--- src/rtl/key_check_array.sv ---
// ---------------------------------------------------------------------------
// key_check_array
// Multi-channel push-button conditioner. Each channel is synchronised,
// debounced, and turned into press / release / long-press / auto-repeat
// pulses. All channels share one free-running 1 ms tick, so the per-channel
// debounce and hold counters count milliseconds rather than clocks.
//
// Ports
//   clk            system clock
//   rst            asynchronous, active-high reset
//   i_key          raw asynchronous key pins
//   o_key          debounced level per channel, 1 = pressed
//   o_key_press    1-cycle pulse when the debounced level rises
//   o_key_release  1-cycle pulse when the debounced level falls
//   o_key_long     1-cycle pulse when a press has lasted LONG_MS
//   o_key_repeat   1-cycle pulse every REPEAT_MS after a long press
//                  (REPEAT_MS = 0 disables repeats)
//
// Event FSM (per channel)
//   state      | meaning
//   -----------+------------------------------------------------------------
//   ST_IDLE    | key released, waiting for the debounced level to rise
//   ST_PRESSED | key down, counting ms towards the long-press threshold
//   ST_HELD    | long press reported, counting ms between repeat pulses
// ---------------------------------------------------------------------------
module key_check_array #(
   parameter int CLK_FRAC    = 50,
   parameter int KEY_NUM     = 4,
   parameter int DEBOUNCE_MS = 20,
   parameter int LONG_MS     = 1000,
   parameter int REPEAT_MS   = 200,
   parameter bit ACTIVE_LOW  = 1'b1
) (
   input  logic               clk,
   input  logic               rst,
   input  logic [KEY_NUM-1:0] i_key,
   output logic [KEY_NUM-1:0] o_key,
   output logic [KEY_NUM-1:0] o_key_press,
   output logic [KEY_NUM-1:0] o_key_release,
   output logic [KEY_NUM-1:0] o_key_long,
   output logic [KEY_NUM-1:0] o_key_repeat
);

   // -----------------------------------------------------------------------
   // Derived sizes
   // -----------------------------------------------------------------------
   localparam int TICK_CYC = CLK_FRAC * 1000;
   localparam int TICK_W   = (TICK_CYC > 1) ? $clog2(TICK_CYC) : 1;

   // Debounce counter holds 0 .. DEBOUNCE_MS-1.
   localparam int DB_W     = (DEBOUNCE_MS > 1) ? $clog2(DEBOUNCE_MS) : 1;

   // Hold counter is shared between the long-press and repeat phases, so it
   // is sized for the larger of the two terminal counts.
   localparam int HOLD_MAX = (LONG_MS > REPEAT_MS) ? LONG_MS : REPEAT_MS;
   localparam int HOLD_W   = (HOLD_MAX > 1) ? $clog2(HOLD_MAX) : 1;

   localparam bit REPEAT_EN  = (REPEAT_MS != 0);
   localparam int REP_LAST_I = REPEAT_EN ? (REPEAT_MS - 1) : 0;

   localparam logic [TICK_W-1:0] TICK_LAST = TICK_W'(TICK_CYC - 1);
   localparam logic [DB_W-1:0]   DB_LAST   = DB_W'(DEBOUNCE_MS - 1);
   localparam logic [HOLD_W-1:0] LONG_LAST = HOLD_W'(LONG_MS - 1);
   localparam logic [HOLD_W-1:0] REP_LAST  = HOLD_W'(REP_LAST_I);

   // Pin level of a released key; the synchroniser resets to this so that
   // leaving reset never looks like an edge.
   localparam logic [KEY_NUM-1:0] KEY_IDLE = {KEY_NUM{ACTIVE_LOW}};

   typedef enum logic [1:0] {
      ST_IDLE    = 2'd0,
      ST_PRESSED = 2'd1,
      ST_HELD    = 2'd2
   } state_t;

   // -----------------------------------------------------------------------
   // Shared 1 ms tick: down-counter style terminal-count compare on an
   // up-counter, one-cycle pulse at the terminal value.
   // -----------------------------------------------------------------------
   logic [TICK_W-1:0] r_tick_cnt;
   logic              w_tick;

   assign w_tick = (r_tick_cnt == TICK_LAST);

   always_ff @(posedge clk or posedge rst) begin
      if (rst) begin
         r_tick_cnt <= '0;
      end else if (w_tick) begin
         r_tick_cnt <= '0;
      end else begin
         r_tick_cnt <= r_tick_cnt + 1'b1;
      end
   end

   // -----------------------------------------------------------------------
   // Two-flop synchroniser for all pins, then polarity normalisation so that
   // w_raw_n = 1 always means "pressed".
   // -----------------------------------------------------------------------
   logic [KEY_NUM-1:0] r_sync1;
   logic [KEY_NUM-1:0] r_sync2;
   logic [KEY_NUM-1:0] w_raw_n;

   always_ff @(posedge clk or posedge rst) begin
      if (rst) begin
         r_sync1 <= KEY_IDLE;
         r_sync2 <= KEY_IDLE;
      end else begin
         r_sync1 <= i_key;
         r_sync2 <= r_sync1;
      end
   end

   assign w_raw_n = r_sync2 ^ KEY_IDLE;

   // -----------------------------------------------------------------------
   // Per-channel debounce and event FSM
   // -----------------------------------------------------------------------
   for (genvar g = 0; g < KEY_NUM; g++) begin : g_ch

      logic              r_key;
      logic [DB_W-1:0]   r_db_cnt;
      logic              w_db_diff;
      logic              w_db_hit;
      logic              w_db_rise;
      logic              w_db_fall;

      state_t            r_state;
      state_t            w_state_nxt;
      logic [HOLD_W-1:0] r_hold_cnt;
      logic [HOLD_W-1:0] w_hold_nxt;

      logic              r_press;
      logic              r_release;
      logic              r_long;
      logic              r_repeat;
      logic              w_press_nxt;
      logic              w_release_nxt;
      logic              w_long_nxt;
      logic              w_repeat_nxt;

      // The debounced level flips on the DEBOUNCE_MS-th tick of a
      // continuous disagreement; any agreement restarts the count.
      assign w_db_diff = (w_raw_n[g] != r_key);
      assign w_db_hit  = w_db_diff && w_tick && (r_db_cnt == DB_LAST);
      assign w_db_rise = w_db_hit && !r_key;
      assign w_db_fall = w_db_hit &&  r_key;

      always_ff @(posedge clk or posedge rst) begin
         if (rst) begin
            r_key    <= 1'b0;
            r_db_cnt <= '0;
         end else if (!w_db_diff) begin
            r_db_cnt <= '0;
         end else if (w_tick) begin
            if (r_db_cnt == DB_LAST) begin
               r_key    <= ~r_key;
               r_db_cnt <= '0;
            end else begin
               r_db_cnt <= r_db_cnt + 1'b1;
            end
         end
      end

      // FSM state and registered pulse outputs
      always_ff @(posedge clk or posedge rst) begin
         if (rst) begin
            r_state    <= ST_IDLE;
            r_hold_cnt <= '0;
            r_press    <= 1'b0;
            r_release  <= 1'b0;
            r_long     <= 1'b0;
            r_repeat   <= 1'b0;
         end else begin
            r_state    <= w_state_nxt;
            r_hold_cnt <= w_hold_nxt;
            r_press    <= w_press_nxt;
            r_release  <= w_release_nxt;
            r_long     <= w_long_nxt;
            r_repeat   <= w_repeat_nxt;
         end
      end

      // Next-state logic. It reacts to the debounce flip in the cycle it is
      // decided, so press/release pulses register on the same edge that
      // o_key changes. A falling level is checked before any tick work, so
      // a long or repeat pulse due in the release cycle is dropped.
      always_comb begin
         w_state_nxt   = r_state;
         w_hold_nxt    = r_hold_cnt;
         w_press_nxt   = 1'b0;
         w_release_nxt = 1'b0;
         w_long_nxt    = 1'b0;
         w_repeat_nxt  = 1'b0;

         case (r_state)
            ST_IDLE: begin
               if (w_db_rise) begin
                  w_press_nxt = 1'b1;
                  w_hold_nxt  = '0;
                  w_state_nxt = ST_PRESSED;
               end
            end

            ST_PRESSED: begin
               if (w_db_fall) begin
                  w_release_nxt = 1'b1;
                  w_state_nxt   = ST_IDLE;
               end else if (w_tick) begin
                  if (r_hold_cnt == LONG_LAST) begin
                     w_long_nxt  = 1'b1;
                     w_hold_nxt  = '0;
                     w_state_nxt = ST_HELD;
                  end else begin
                     w_hold_nxt  = r_hold_cnt + 1'b1;
                  end
               end
            end

            ST_HELD: begin
               if (w_db_fall) begin
                  w_release_nxt = 1'b1;
                  w_state_nxt   = ST_IDLE;
               end else if (REPEAT_EN && w_tick) begin
                  if (r_hold_cnt == REP_LAST) begin
                     w_repeat_nxt = 1'b1;
                     w_hold_nxt   = '0;
                  end else begin
                     w_hold_nxt   = r_hold_cnt + 1'b1;
                  end
               end
            end

            default: begin
               w_state_nxt = ST_IDLE;
               w_hold_nxt  = '0;
            end
         endcase
      end

      assign o_key[g]         = r_key;
      assign o_key_press[g]   = r_press;
      assign o_key_release[g] = r_release;
      assign o_key_long[g]    = r_long;
      assign o_key_repeat[g]  = r_repeat;
   end

endmodule

--- config.mk ---
export PLATFORM = sky130hd
export DESIGN_NAME = key_check_array
export DESIGN_NICKNAME = d
export VERILOG_FILES = /design/src/rtl/key_check_array.sv
export SDC_FILE = /design/constraint.sdc
export NUM_CORES = 1
export LEC_CHECK = 0
export CORE_ASPECT_RATIO = 2
export CORE_MARGIN = 1.5
export CORE_UTILIZATION = 65
export DETAILED_ROUTE_END_ITERATION = 8
export PLACE_DENSITY = 0.95
export SLEW_MARGIN = 20
export SYNTH_ARGS = -nofsm -noshare
export SYNTH_HDL_FRONTEND = slang
export SYNTH_SLANG_ARGS = --single-unit
--- constraint.sdc ---
create_clock -name clk -period 9.7 [get_ports clk]
set_input_delay 1.455 -clock clk [delete_from_list [all_inputs] [get_ports clk]]
set_output_delay 1.455 -clock clk [all_outputs]
set_load 0.02 [all_outputs]
* Word level (Yosys, flattened, before mapping)
Cells that the tools add are included.
** Word-level totals
- Bits in registers :: 112
- Logic and storage cells :: 267
** Cells by class
- Bitwise operators :: 5
- Eq/ne operators :: 61
- Add/sub/neg operators :: 9
- Muxes and demuxes :: 117
- Reductions and logical operators :: 40
** Operators by type and width (number)
- two-way mux 10 bit :: 28
- one-hot mux 10 bit (3 select lines) :: 4
- two-way mux 5 bit :: 12
- inequality test 2 bit (second input constant) :: 28
- two-way mux 1 bit :: 48
- adder 10 x 1 -> 10 bit (second input constant) :: 4
- equality test 10 bit (second input constant) :: 4
- equality test 10 x 8 -> 1 bit (second input constant) :: 4
- two-way mux 2 bit :: 20
- inequality test 3 bit (second input constant) :: 8
- one-hot mux 2 bit (3 select lines) :: 4
- adder 5 x 1 -> 5 bit (second input constant) :: 4
- equality test 5 bit (second input constant) :: 4
- AND reduction 5 bit :: 4
- adder 16 x 1 -> 16 bit (second input constant) :: 1
- equality test 16 bit (second input constant) :: 1
- logical AND 1 bit :: 16
- two-way mux 16 bit :: 1
- AND reduction 4 bit :: 4
- AND reduction 3 bit :: 4
- equality test 2 x 1 -> 1 bit (second input constant) :: 4
- equality test 2 bit (second input constant) :: 4
- zero test 2 bit :: 4
- OR reduction 2 bit :: 4
- other kinds (4) :: 13

* Depth between registers and ports, before layout
- Depth in word-level cells :: 7
- Mapped depth :: 9
- Gate-level depth less buffers :: 8

* Worst setup path after synthesis
Ideal clock, no wire load.
- Path type :: reg2reg
- Start point :: reg r_tick_cnt[0]
- End point :: reg g_ch[2].r_state[1]
- Buffers on the path :: 1
- Cell stages (with the launch flop) :: 9
- Data arrival time :: 2.012 ns
- Path slack :: 7.550 ns
- Path through :: dfrtp_1 ha_1 and3_1 nand4_2 buf_2 or4_4 a21bo_2 o311ai_1 o211ai_1
** Between the ends
- Cells in the longest elaborated chain, start to end :: 6
- Elaborated cells between the ends (all ways) :: 12
- Classes of those cells :: eq/ne (5); mux (2); reduce/logical (5)
** RTL lines
- from (decl) :: line 80 : logic [TICK_W-1:0] r_tick_cnt;
- from (signal assigned) :: line 91 : r_tick_cnt <= r_tick_cnt + 1'b1;
- equality test 16 bit * :: line 83 : assign w_tick = (r_tick_cnt == TICK_LAST);
- logical AND 1 bit (2 in a row) :: line 144 : assign w_db_hit = w_db_diff && w_tick && (r_db_cnt == DB_LAST);
- logical AND 1 bit, on equally long branches :: line 146, 145
- inequality test 3 bit (no line), or another cell as far along
- AND reduction 4 bit (no line) or one-hot mux 2 bit (3 select lines) (tied branches)
- to (signal assigned) :: line 174 : r_state <= w_state_nxt;
- to (decl) :: line 127 : state_t r_state;
Mark *: on every way between the ends. The rest lies on a longest branch, timed or not.
A chain may end at the register's enable or synchronous reset.

* Worst setup path in the final report
- Start point :: reg r_tick_cnt[0]
- End point :: reg g_ch[0].r_hold_cnt[8]
** Between the ends
- Cells in the longest elaborated chain, start to end :: 6
- Elaborated cells between the ends (all ways) :: 11
- Classes of those cells :: eq/ne (6); reduce/logical (5)
** RTL lines
- equality test 16 bit * :: line 83
- logical AND 1 bit (2 in a row) :: line 144
- logical AND 1 bit, on equally long branches :: line 146, 145
- inequality test 2 bit (no line)
- AND reduction 5 bit (no line) *
- to (signal assigned) :: line 175 : r_hold_cnt <= w_hold_nxt;
- to (decl) :: line 129 : logic [HOLD_W-1:0] r_hold_cnt;
Marks and branches as above.

==> run metrics <==
run status=finished clean; Reg-to-Reg End=g_ch[0].r_hold_cnt[8]; post-route minimum period=3.42 ns; global-route wire length before repair=21200 um; most common cell after layout, fill and taps aside=dfrtp_1; growth of design area from synthesis to finish=7.90%; Worst-Margin Slew=1.04 ns; fraction of layout cells with a size suffix above 1=7.66%; mean post-synth cell area=9.58 um^2; Netlist Area Pre-Place=5940 um^2; WP data required=9.95 ns; flip-flop and latch count after synthesis=112; remaining max-slew budget at the tightest pin=29.8%; post-detailed-route count of antenna-violating nets=0; DRT Pass-1 Iters=6; DRC violations left=0; yosys warns=0; smallest hold slack=0.357 ns; worst hold path endpoint=r_sync2[3]; largest fanout on the critical path=32; weighted congestion reported at the end of routability-driven placement=0.831; cell leakage power=2.87 nW; worst hold path stage count=0; type of the worst min-delay path=flip-flop to flip-flop; Final Util=71.6%; Slew Viols, Final=0; cells resized by post-CTS repair=0; total negative setup slack=0 ns; Fillers=606; Post-Place Worst Slack=6.39 ns; total power=849 uW; H-tree levels=3; post-synthesis instance total=620; routed wire length=12400 um; critical path startpoint category=flip-flop; via count of the first global-routing pass=4702; number of vias per cell=6.42; I/O pin cnt=26; placed cell area=6110 um^2; final non-filler cell total=729; net count of the finished layout=649; summed area of non-filler cells in the final layout=6410 um^2; clock latency at the later pin of the worst-skew pair=0.36 ns; buffers from clock root to sink, at most=2; average wire per standard cell=17.0 um; distinct cell type count of the synthesized netlist=62; PortBufs=25; floorplan die width=70.6 um; Final period util=35.2%; length in cells of the worst reg-to-reg path=7; Placed Instances=713; dominant synthesized flop cell=dfrtp_1; post-synth net total=647; total congestion overflow after global routing=0; max cap viols=0; fraction of the yosys area taken by sequential cells=47.4%; clock tree from TritonCTS=built; initial antenna violation count=0; power density over the cells=132 nW/um^2; number of violations reported at the end of detailed-routing iteration 0=368; pin count of the biggest net entering global routing=89; Die Footprint=9750 um^2; Final setup violation count=0; overall die height=138 um; total clock sinks=112; GRT Resource Usage Total=26.8%; origin of the worst min-delay path=r_sync1[3]; top achievable clock speed=0.293 GHz; core region area=8950 um^2; number of buffers created by CTS=9; starting density of the core=66.3%; proportion of synthesized flip-flops having asynchronous set or reset=100%; setup repair after global routing missed its margin=no; worst reg2reg path startpoint=r_tick_cnt[0]; total setup buffers inserted after CTS=0; DP HPWL=8340 um; post-cts hold buffer count=0; type of the worst setup path=flip-flop to flip-flop; Max IR drop VDD=101 uV; most frequent cells in the layout=104 x dfrtp_1, 66 x nor2_1, 57 x nand2_1; Post-Route Skew=0.00786 ns; Worst R2R Setup Slack=6.28 ns; final setup margin=6.28 ns; clock slew at the register clock pins of the worst setup and hold paths=0.07 ns; library cell used as clock root buffer=clkbuf_16; vias=4683; number of enable-type register cells in the synthesized netlist=0; final hold vios=0; Row Count=49; n_diodes=0; arrival time reported for the critical path endpoint=3.66 ns; nature of the critical path endpoint=flip-flop
worst max-delay path: stages, from the launching register on:
cell	delay, ns
dfrtp_1	0.42
ha_1	0.23
and3_1	0.28
nand4_2	0.70
nor3_1	0.64
a21oi_1	0.28
nand2b_1	0.38
o41ai_1	0.36
registers in the layout (all words and copies together), names as in the netlist:
name and flops:
g_ch.r_hold_cnt 40, g_ch.r_db_cnt 20, r_tick_cnt 16, g_ch.r_state 8, g_ch.r_key 4, g_ch.r_long 4, g_ch.r_press 4, g_ch.r_release 4
g_ch.r_repeat 4, r_sync1 4, r_sync2 4
cells by family (layout without fill, tap and decap cells):
family                     Yosys count  after routing  share of synthesized area (%)
DFF                                112            112                           47.4
xor gates and xnor gates            23             23                           3.52
adders and majority gates           21             21                           4.43
and+or+nand+nor                    261            261                           23.6
AOI/OAI and AO/OA                  131            131                           14.5
muxes                                6              6                           1.05
buffers and inverters               66             73                           5.56
metal layers:
layer	global-route usage, %	part of all wire [%]	vias up
li1	-	-	2190
met1	30.3	39	2290
met2	47.0	54	154
met3	5.03	3.6	49
met4	14.1	4.2	0
met5	0	0	-
power by group:
group	internal, mW	total (mW)	switching (mW)
Clock	0.180	0.365	0.184
Sequential	0.469	0.471	0.00119
Combinational	0.00272	0.0133	0.0106
Total	0.653	0.849	0.196
cell usage after synthesis, types with 3 or more instances:
master | number | share of area [%]
dfrtp_1 | 104 | 44
nor2_1 | 66 | 4.2
nand2_1 | 57 | 3.6
o21ai_0 | 48 | 4.0
inv_1 | 30 | 1.9
a21oi_1 | 26 | 2.2
nand3_1 | 26 | 2.2
and3_1 | 22 | 2.3
ha_1 | 21 | 4.4
buf_4 | 20 | 2.5
xor2_1 | 19 | 2.8
nor2b_1 | 18 | 1.9
nor3_1 | 15 | 1.3
a22o_1 | 14 | 2.1
nand4_1 | 10 | 1.1
o31ai_1 | 10 | 1.3
dfstp_2 | 8 | 3.5
nand2b_1 | 8 | 0.84
buf_2 | 6 | 0.51
clkbuf_1 | 6 | 0.38
nor3b_1 | 5 | 0.63
and4bb_2 | 4 | 0.84
buf_1 | 4 | 0.25
mux2i_1 | 4 | 0.67
nand4bb_1 | 4 | 0.76
o211ai_1 | 4 | 0.51
or3_1 | 4 | 0.42
a31oi_1 | 3 | 0.32
nor4_1 | 3 | 0.32
or4_1 | 3 | 0.38
xnor2_1 | 3 | 0.44
worst max path at each step:
stage | cells after the start | slack (ns) | from | to
floorplan | 1 | 5.30 | rst | g_ch[0].r_db_cnt[0]
global placement | 3 | 6.50 | rst | g_ch[1].r_long
detailed placement | 7 | 6.39 | r_tick_cnt[0] | g_ch[0].r_hold_cnt[8]
CTS | 7 | 6.33 | r_tick_cnt[0] | g_ch[0].r_hold_cnt[8]
global route | 7 | 5.99 | r_tick_cnt[0] | g_ch[0].r_hold_cnt[8]
finish | 7 | 6.28 | r_tick_cnt[0] | g_ch[0].r_hold_cnt[8]
final cells by class:
class	instances	area [um^2]	share of cell area [%]
clock buffer	9	225	3.52
clock inverter	7	62.6	0.977
inverter	30	115	1.80
multi-input combinational	442	2790	43.6
sequential	112	2810	43.9
tap	102	128	1.99
timing repair buffer	27	269	4.20
Power figures use the tool's default switching activity.
